`src/rtl/sdp_nrdma_eg_pkg.sv`:
```
// ---------------------------------------------------------------------------
// sdp_nrdma_eg_pkg
// Shared definitions for the SDP NRDMA egress response path.
//   RSP_DW / ATOM_DW / MASK_W : response, atom and half-mask widths
//   CNT_W_DEF                 : default atom counter width
//   nrdma_rsp_t               : {mask, data} read-response payload
//   hold_st_e                 : holding-register state of the unpacker
// ---------------------------------------------------------------------------
package sdp_nrdma_eg_pkg;

  localparam int RSP_DW    = 512;
  localparam int ATOM_DW   = 256;
  localparam int MASK_W    = RSP_DW / ATOM_DW;
  localparam int CNT_W_DEF = 14;

  // Mask sits above the data so the packed layout matches {mask, data}.
  typedef struct packed {
    logic [MASK_W-1:0] mask;
    logic [RSP_DW-1:0] data;
  } nrdma_rsp_t;

  typedef enum logic [1:0] {
    HOLD_EMPTY = 2'd0,
    HOLD_LO    = 2'd1,
    HOLD_HI    = 2'd2
  } hold_st_e;

endpackage

```
`src/rtl/sdp_nrdma_eg_rsp_unpack_if.sv`:
```
// ---------------------------------------------------------------------------
// sdp_nrdma_eg_rsp_unpack_if
// Groups the two streaming channels of the response unpacker.
//   dma_rd_rsp_vld/rdy/pd : 514-bit read response in ({mask, data})
//   atom_vld/rdy/pd/last  : 256-bit atom out, last flag marks end of layer
// Modports:
//   master : upstream/downstream side (drives response, drives atom_rdy)
//   slave  : the unpacker itself
// ---------------------------------------------------------------------------
interface sdp_nrdma_eg_rsp_unpack_if;
  import sdp_nrdma_eg_pkg::*;

  logic               dma_rd_rsp_vld;
  logic               dma_rd_rsp_rdy;
  nrdma_rsp_t         dma_rd_rsp_pd;

  logic               atom_vld;
  logic               atom_rdy;
  logic [ATOM_DW-1:0] atom_pd;
  logic               atom_last;

  modport master (
    output dma_rd_rsp_vld, dma_rd_rsp_pd, atom_rdy,
    input  dma_rd_rsp_rdy, atom_vld, atom_pd, atom_last
  );

  modport slave (
    input  dma_rd_rsp_vld, dma_rd_rsp_pd, atom_rdy,
    output dma_rd_rsp_rdy, atom_vld, atom_pd, atom_last
  );

endinterface

```
`src/rtl/sdp_nrdma_eg_atom_cnt.sv`:
```
// ---------------------------------------------------------------------------
// sdp_nrdma_eg_atom_cnt
// Counts atoms of a layer against a programmed total (atoms minus one).
// Ports:
//   clk_i, rst_i     : clock, asynchronous active-high reset
//   op_load_i        : clear counter and latch cfg_total_i
//   cfg_total_i      : atoms in layer minus one
//   atom_vld_i       : an atom is being presented
//   atom_fire_i      : atom handshake this cycle
//   atom_last_o      : presented atom is the last of the layer
//   layer_done_o     : registered pulse after the last atom's handshake
// ---------------------------------------------------------------------------
module sdp_nrdma_eg_atom_cnt #(
  parameter int CNT_W = 14
) (
  input  logic             clk_i,
  input  logic             rst_i,
  input  logic             op_load_i,
  input  logic [CNT_W-1:0] cfg_total_i,
  input  logic             atom_vld_i,
  input  logic             atom_fire_i,
  output logic             atom_last_o,
  output logic             layer_done_o
);

  logic [CNT_W-1:0] cnt_q, cnt_d;
  logic [CNT_W-1:0] total_q, total_d;
  logic             done_q, done_d;

  // Qualified by atom_vld so the flag is low while idle (cnt == total == 0
  // right after reset).
  assign atom_last_o  = atom_vld_i & (cnt_q == total_q);
  assign layer_done_o = done_q;

  always_comb begin
    cnt_d   = cnt_q;
    total_d = total_q;
    done_d  = 1'b0;
    // A load coinciding with a handshake discards that atom from the count.
    if (op_load_i) begin
      cnt_d   = '0;
      total_d = cfg_total_i;
    end else if (atom_fire_i) begin
      if (atom_last_o) begin
        cnt_d  = '0;
        done_d = 1'b1;
      end else begin
        cnt_d = cnt_q + 1'b1;
      end
    end
  end

  always_ff @(posedge clk_i or posedge rst_i) begin
    if (rst_i) begin
      cnt_q   <= '0;
      total_q <= '0;
      done_q  <= 1'b0;
    end else begin
      cnt_q   <= cnt_d;
      total_q <= total_d;
      done_q  <= done_d;
    end
  end

endmodule

```
`src/rtl/sdp_nrdma_eg_rsp_unpack.sv`:
```
// ---------------------------------------------------------------------------
// sdp_nrdma_eg_rsp_unpack
// Egress read-response unpacker. Takes {mask[1:0], data[511:0]} responses
// and emits one 256-bit atom per set mask bit, lower half first. Returns one
// latency-FIFO credit per fully consumed response (or per mask-00 response).
// Ports:
//   nvdla_core_clk, nvdla_core_rst : clock, asynchronous active-high reset
//   bus (slave)                    : response in / atom out channels
//   op_load, cfg_atom_total        : layer start, atoms in layer minus one
//   layer_done                     : pulse after the layer's last atom
//   lat_fifo_pop                   : one-cycle credit per response
//   mask_err                       : sticky, a mask-00 response was seen
//   perf_stall_cnt                 : only with SDP_NRDMA_EG_UNPACK_PERF_EN,
//                                    saturating count of stalled atom cycles
// ---------------------------------------------------------------------------
module sdp_nrdma_eg_rsp_unpack
  import sdp_nrdma_eg_pkg::*;
#(
  parameter int CNT_W = CNT_W_DEF
) (
  input  logic                            nvdla_core_clk,
  input  logic                            nvdla_core_rst,
  sdp_nrdma_eg_rsp_unpack_if.slave        bus,
  input  logic                            op_load,
  input  logic [CNT_W-1:0]                cfg_atom_total,
  output logic                            layer_done,
  output logic                            lat_fifo_pop,
`ifdef SDP_NRDMA_EG_UNPACK_PERF_EN
  output logic [31:0]                     perf_stall_cnt,
`endif
  output logic                            mask_err
);

  hold_st_e            hold_st_q, hold_st_d;
  logic [RSP_DW-1:0]   hold_data_q, hold_data_d;
  logic                hold_m1_q, hold_m1_d;
  logic                pop_q, pop_d;
  logic [1:0]          owed_q, owed_d;
  logic                mask_err_q, mask_err_d;

  logic                atom_vld;
  logic                atom_fire;
  logic                last_half;
  logic                rsp_rdy;
  logic                rsp_acc;
  logic                rsp_done;
  logic                null_acc;
  logic [2:0]          credit_sum;
  logic [2:0]          credit_left;

  // Handshake decode
  always_comb begin
    atom_vld  = (hold_st_q != HOLD_EMPTY);
    atom_fire = atom_vld & bus.atom_rdy;
    last_half = (hold_st_q == HOLD_HI) | ((hold_st_q == HOLD_LO) & ~hold_m1_q);
    rsp_done  = atom_fire & last_half;
    rsp_rdy   = (hold_st_q == HOLD_EMPTY) | rsp_done;
    rsp_acc   = bus.dma_rd_rsp_vld & rsp_rdy;
    null_acc  = rsp_acc & (bus.dma_rd_rsp_pd.mask == '0);
  end

  assign bus.dma_rd_rsp_rdy = rsp_rdy;
  assign bus.atom_vld       = atom_vld;

  always_comb begin
    case (hold_st_q)
      HOLD_LO: bus.atom_pd = hold_data_q[ATOM_DW-1:0];
      HOLD_HI: bus.atom_pd = hold_data_q[RSP_DW-1:ATOM_DW];
      default: bus.atom_pd = '0;
    endcase
  end

  // Unpack FSM next state; an accept in the same cycle as the last half
  // overrides the drop to EMPTY, which keeps back-to-back at full rate.
  always_comb begin
    hold_st_d   = hold_st_q;
    hold_data_d = hold_data_q;
    hold_m1_d   = hold_m1_q;
    if (atom_fire) begin
      hold_st_d = ((hold_st_q == HOLD_LO) && hold_m1_q) ? HOLD_HI : HOLD_EMPTY;
    end
    if (rsp_acc) begin
      hold_data_d = bus.dma_rd_rsp_pd.data;
      hold_m1_d   = bus.dma_rd_rsp_pd.mask[1];
      case (bus.dma_rd_rsp_pd.mask)
        2'b00:   hold_st_d = HOLD_EMPTY;
        2'b10:   hold_st_d = HOLD_HI;
        default: hold_st_d = HOLD_LO;
      endcase
    end
  end

  // Credit return. A response can finish in the same cycle a mask-00
  // response is accepted, giving two credits at once; the extra one is
  // owed and emitted on a following cycle.
  always_comb begin
    credit_sum  = {1'b0, owed_q} + {2'b00, rsp_done} + {2'b00, null_acc};
    pop_d       = (credit_sum != 3'd0);
    credit_left = credit_sum - {2'b00, pop_d};
    owed_d      = credit_left[2] ? 2'd3 : credit_left[1:0];
    mask_err_d  = mask_err_q | null_acc;
  end

  always_ff @(posedge nvdla_core_clk or posedge nvdla_core_rst) begin
    if (nvdla_core_rst) begin
      hold_st_q  <= HOLD_EMPTY;
      pop_q      <= 1'b0;
      owed_q     <= 2'd0;
      mask_err_q <= 1'b0;
    end else begin
      hold_st_q  <= hold_st_d;
      pop_q      <= pop_d;
      owed_q     <= owed_d;
      mask_err_q <= mask_err_d;
    end
  end

  // Payload is only observed while the state is non-empty, so it needs no reset.
  always_ff @(posedge nvdla_core_clk) begin
    hold_data_q <= hold_data_d;
    hold_m1_q   <= hold_m1_d;
  end

  assign lat_fifo_pop = pop_q;
  assign mask_err     = mask_err_q;

  sdp_nrdma_eg_atom_cnt #(
    .CNT_W (CNT_W)
  ) u_atom_cnt (
    .clk_i        (nvdla_core_clk),
    .rst_i        (nvdla_core_rst),
    .op_load_i    (op_load),
    .cfg_total_i  (cfg_atom_total),
    .atom_vld_i   (atom_vld),
    .atom_fire_i  (atom_fire),
    .atom_last_o  (bus.atom_last),
    .layer_done_o (layer_done)
  );

`ifdef SDP_NRDMA_EG_UNPACK_PERF_EN
  logic [31:0] perf_q, perf_d;

  always_comb begin
    perf_d = perf_q;
    if (op_load) begin
      perf_d = '0;
    end else if (atom_vld && !bus.atom_rdy && (perf_q != '1)) begin
      perf_d = perf_q + 1'b1;
    end
  end

  always_ff @(posedge nvdla_core_clk or posedge nvdla_core_rst) begin
    if (nvdla_core_rst) begin
      perf_q <= '0;
    end else begin
      perf_q <= perf_d;
    end
  end

  assign perf_stall_cnt = perf_q;
`endif

endmodule

```
`src/flat_wrapper.sv`:
```
// flat-port wrapper written by rule: the top's interface ports become plain ports
module sdp_nrdma_eg_rsp_unpack_flat import sdp_nrdma_eg_pkg::*;
#(
  parameter int CNT_W = CNT_W_DEF
)
  (nvdla_core_clk, nvdla_core_rst, op_load, cfg_atom_total, layer_done, lat_fifo_pop, mask_err, bus_dma_rd_rsp_vld, bus_dma_rd_rsp_pd, bus_atom_rdy, bus_dma_rd_rsp_rdy, bus_atom_vld, bus_atom_pd, bus_atom_last);
  sdp_nrdma_eg_rsp_unpack_if bus_i ();
  input  logic nvdla_core_clk;
  input  logic nvdla_core_rst;
  input  logic op_load;
  input  logic [CNT_W-1:0] cfg_atom_total;
  output logic layer_done;
  output logic lat_fifo_pop;
  output logic mask_err;
  input wire logic [$bits(bus_i.dma_rd_rsp_vld)-1:0] bus_dma_rd_rsp_vld;
  input wire logic [$bits(bus_i.dma_rd_rsp_pd)-1:0] bus_dma_rd_rsp_pd;
  input wire logic [$bits(bus_i.atom_rdy)-1:0] bus_atom_rdy;
  output wire logic [$bits(bus_i.dma_rd_rsp_rdy)-1:0] bus_dma_rd_rsp_rdy;
  output wire logic [$bits(bus_i.atom_vld)-1:0] bus_atom_vld;
  output wire logic [$bits(bus_i.atom_pd)-1:0] bus_atom_pd;
  output wire logic [$bits(bus_i.atom_last)-1:0] bus_atom_last;
  assign bus_i.dma_rd_rsp_vld = bus_dma_rd_rsp_vld;
  assign bus_i.dma_rd_rsp_pd = bus_dma_rd_rsp_pd;
  assign bus_i.atom_rdy = bus_atom_rdy;
  assign bus_dma_rd_rsp_rdy = bus_i.dma_rd_rsp_rdy;
  assign bus_atom_vld = bus_i.atom_vld;
  assign bus_atom_pd = bus_i.atom_pd;
  assign bus_atom_last = bus_i.atom_last;
  sdp_nrdma_eg_rsp_unpack #(.CNT_W(CNT_W)) u_core (.nvdla_core_clk(nvdla_core_clk), .nvdla_core_rst(nvdla_core_rst), .bus(bus_i), .op_load(op_load), .cfg_atom_total(cfg_atom_total), .layer_done(layer_done), .lat_fifo_pop(lat_fifo_pop), .mask_err(mask_err));
endmodule
```
`config.mk`:
```
export PLATFORM = sky130hd
export DESIGN_NAME = sdp_nrdma_eg_rsp_unpack_flat
export DESIGN_NICKNAME = d
export VERILOG_FILES = /design/src/rtl/sdp_nrdma_eg_pkg.sv /design/src/rtl/sdp_nrdma_eg_rsp_unpack_if.sv /design/src/rtl/sdp_nrdma_eg_atom_cnt.sv /design/src/rtl/sdp_nrdma_eg_rsp_unpack.sv /design/src/flat_wrapper.sv
export SDC_FILE = /design/constraint.sdc
export NUM_CORES = 1
export LEC_CHECK = 0
export BUFFER_PORTS_ARGS = -buffer_cell sky130_fd_sc_hd__buf_2
export CORE_AREA = 2 2 305 307
export CTS_CLUSTER_DIAMETER = 100
export DETAILED_ROUTE_END_ITERATION = 10
export DIE_AREA = 0 0 307 309
export PLACE_DENSITY = 0.5
export SLEW_MARGIN = 10
export SYNTH_ARGS = -nofsm -noshare
export SYNTH_HDL_FRONTEND = slang
export SYNTH_HIERARCHICAL = 1
export SYNTH_SLANG_ARGS = --single-unit
export TNS_END_PERCENT = 20
```
`constraint.sdc`:
```
create_clock -name nvdla_core_clk -period 24 [get_ports nvdla_core_clk]
set_input_delay 4.8 -clock nvdla_core_clk [delete_from_list [all_inputs] [get_ports nvdla_core_clk]]
set_output_delay 4.8 -clock nvdla_core_clk [all_outputs]
set_load 0.01 [all_outputs]
```
==> results.ini <==
[drt]
maxUsedRoutingLayer=met5
drc=0
final_antenna_net_count=0
drt-met1-wl_um=23700
first_iter_violations=1051
routed-wl-met2_um=33200
drt_pass1_iterations=5
wl_per_cell_um=19.4
finalWirelength_um=64700
vias_per_cell=4.32
via_count=14400
met3WireLength_um=5880

[floorplan]
die_w_um=307
rows=111
ios=795
die_y_um=309
coreArea_mm2=0.0914
start_util=0.234
die_area_mm2=0.0949

[sta]
max_freq_mhz=99.4
slew_headroom=0.326
period_share=0.419
grt_setup_unrepaired=false
worst_slack_ps=13940
drv_slew=0
whs_ps=481
period_needed_ps=10060
fin_worst_skew_ps=30.0
worst_pin_slew_ps=1010
setup_viol=0
finalHoldViolations=0
timing.setup.tns_ps=0

[global_route]
grt_pass1_wl_um=92400
gr-total-overflow=0
grt_util_all_layers=0.127
grt_max_degree=82
antenna_found_initial=21
grt_pass1_vias=15100

[job]
drv_cap=0

[yosys]
yosysUniqueCellTypes=42
syn_avg_cell_area_um2=16.3
syn-num-nets=1856
syn_inst=1315
synth_area_mm2=0.0214
yosys_warnings=6
ys_ff_latch=548
yosysSeqAreaShare=0.761

[cts]
cts_hold_buf=0
ctsResizeCount=0
post-cts-setup-buffers=0
clkLatencyLatePin_ps=640
cts_sinks=548
cts.clk_slew.worst_paths_ps=50
clk_root_buffer_cell=clkbuf_16
cts_tree=done
htreeDepth=2
cts_buffer_depth=3
numCtsBuffers=61

[setup_path]
crit_family=buffers and inverters
cp-end-kind=output pin
crit_path_top_delay_cell=buf_2
r2r-start=u_core/hold_st_q[1]$_DFFE_PP0P_
r2r-end=u_core/hold_data_q[328]$_DFFE_PP_
critical_path_class=in2out
crit_buf_inv=3
slowest_delay_ps=160
worstSetupStartpointType=primary input
crit_top_cell=buf_2
cp.arrival_ps=5260
crit_chain=buf_2, inv_1, o21ai_0, buf_2
r2r_slack_ps=18890
cp_data_required_time_ps=19200
reg2reg_depth=8
critPathMaxFanout=4

[placed_design]
place_congestion=0.861
io_buffers=794
dp_hpwl_um=45700
dp_slack_ps=13940

[final_layout]
fin_nets=2634
n_fill_cell=9259
register_area_mm2=0.0163
multiInputGateArea_mm2=0.00461
drive_gt1_frac=0.430
syn2layout_area_growth_pct=33.2

[power_and_ir_drop]
p_per_area_mw_per_mm2=129
peakVddDrop_uv=80.7
p_leak_nw=11.0
total_power_mw=3.68

[worst_hold_path]
hold_start=u_core/mask_err$_DFF_PP0_
hp-class=reg2reg
min_to=u_core/mask_err$_DFF_PP0_
hold_depth=1

[outcome]
status=completed

worst max-delay path by stage:
stage                        from                          to  slack (ps)  cells past startpoint
2_1_floorplan  bus_dma_rd_rsp_vld  u_core/owed_q[0]$_DFF_PP0_        3480                     10
3_5_place_dp         bus_atom_rdy          bus_dma_rd_rsp_rdy       13940                      4
3_3_place_gp         bus_atom_rdy          bus_dma_rd_rsp_rdy       13890                      4
4_1_cts              bus_atom_rdy          bus_dma_rd_rsp_rdy       13930                      4
6_report             bus_atom_rdy          bus_dma_rd_rsp_rdy       13940                      4
5_1_grt              bus_atom_rdy          bus_dma_rd_rsp_rdy       13890                      4
placed cells by master, fill, tap and decap left out, types with 2 or more instances in the layout:
cell,count
nand2b_1,9
mux2_2,14
nand3_1,16
or4_1,2
diode_2,14
nor4_1,2
nor2_1,9
dfrtp_1,35
nand4b_1,2
buf_2,794
clkbuf_1,19
edfxtp_1,513
and3_1,3
o21ai_0,3
nor2b_1,264
ha_4,3
inv_1,10
clkbuf_16,64
a21oi_1,9
clkinv_1,8
nand2_1,11
a21oi_2,2
clkinv_2,13
nand4_1,7
a22oi_1,256
bufinv_16,3
a31oi_1,11
nand3b_1,2
buf_4,19
ha_1,4
xnor2_1,15
state kept, by name, indices dropped and copies added, names as in the netlist:
name and count:
u_core/hold_data_q 512, u_core/u_atom_cnt/layer_done_o 1, u_core/hold_m1_q 1, u_core/lat_fifo_pop 1, u_core/u_atom_cnt/cnt_q 14, u_core/hold_st_q 2
u_core/u_atom_cnt/total_q 14, u_core/mask_err 1, u_core/owed_q 2
layout make-up:
type,count,area share
Antenna cell,14,0.00123
Timing Repair Buffer,813,0.145
Inverter,11,0.00145
Clock inverter,28,0.00804
Tap cell,1186,0.0521
Clock buffer,84,0.0592
Sequential cell,548,0.572
Multi-Input combinational cell,658,0.162
kinds of logic (layout without fill, tap and decap cells):
kind of cell,after synthesis,count (layout),share of synthesized area
and+or+nand+nor,333,333,0.0951
muxes,15,15,0.00784
buffers and inverters,109,936,0.0254
adders and majority gates,8,8,0.00503
DFF,548,548,0.761
AOI/OAI and AO/OA,287,287,0.0992
other,0,14,0
xor gates and xnor gates,15,15,0.00614
cell usage after synthesis:
cell type	number	area, um2
edfxtp_1	513	15400
nor2b_1	264	1650
a22oi_1	256	1920
buf_2	48	240
clkbuf_1	35	131
dfrtp_1	35	876
nand3_1	16	80.1
xnor2_1	15	131
mux2_2	14	158
a31oi_1	11	68.8
inv_1	11	41.3
nand2_1	11	41.3
a21oi_1	9	45.0
nand2b_1	9	56.3
nor2_1	9	33.8
buf_4	8	60.1
ha_1	7	87.6
nand4_1	7	43.8
buf_6	4	45.0
and3_1	3	18.8
o21ai_0	3	15.0
a21oi_2	2	17.5
clkbuf_2	2	10.0
nand3b_1	2	15.0
nand4b_1	2	17.5
nor4_1	2	12.5
or4_1	2	15.0
a21boi_0	1	7.51
a21o_1	1	7.51
a32o_1	1	10.0
and2_1	1	6.26
and4_1	1	8.76
and4b_1	1	10.0
buf_8	1	15.0
fa_1	1	20.0
mux2i_1	1	10.0
nor3_1	1	5.00
nor3b_2	1	12.5
o211ai_2	1	12.5
o21ai_1	1	5.00
o221a_1	1	11.3
or3_1	1	6.26
report_power, final:
part           leakage (nW)  switching, mW  total [mW]  internal, mW
registers              5.28         0.0695        1.44          1.37
logic                  4.77          0.841        1.34         0.495
clock network         0.942          0.379       0.900         0.521
worst register-to-register path: cells and delay by family, from the launching register on:
kind | cells | cell delay (ps)
AO/OA/AOI/OAI | 2 | 410
buffers and inverters | 5 | 3370
flip-flops | 1 | 400
adder cells (fa/ha/maj) | 1 | 540
per-layer routing:
metal,track usage,vias up
met5,0,-
met4,0.0515,14
met3,0.0445,124
met2,0.224,614
met1,0.140,7038
li1,-,6636
through the flow:
stage | cells | instance area, um2 | util
global placement | 3216 | 26500 | 0.290
floorplan | 1315 | 21400 | -
detailed placement | 3216 | 26500 | 0.290
CTS | 3328 | 28400 | 0.311
finish | 3342 | 28500 | 0.312
global route | 3341 | 28500 | 0.312
No activity file was read; power rests on OpenSTA's default activity.
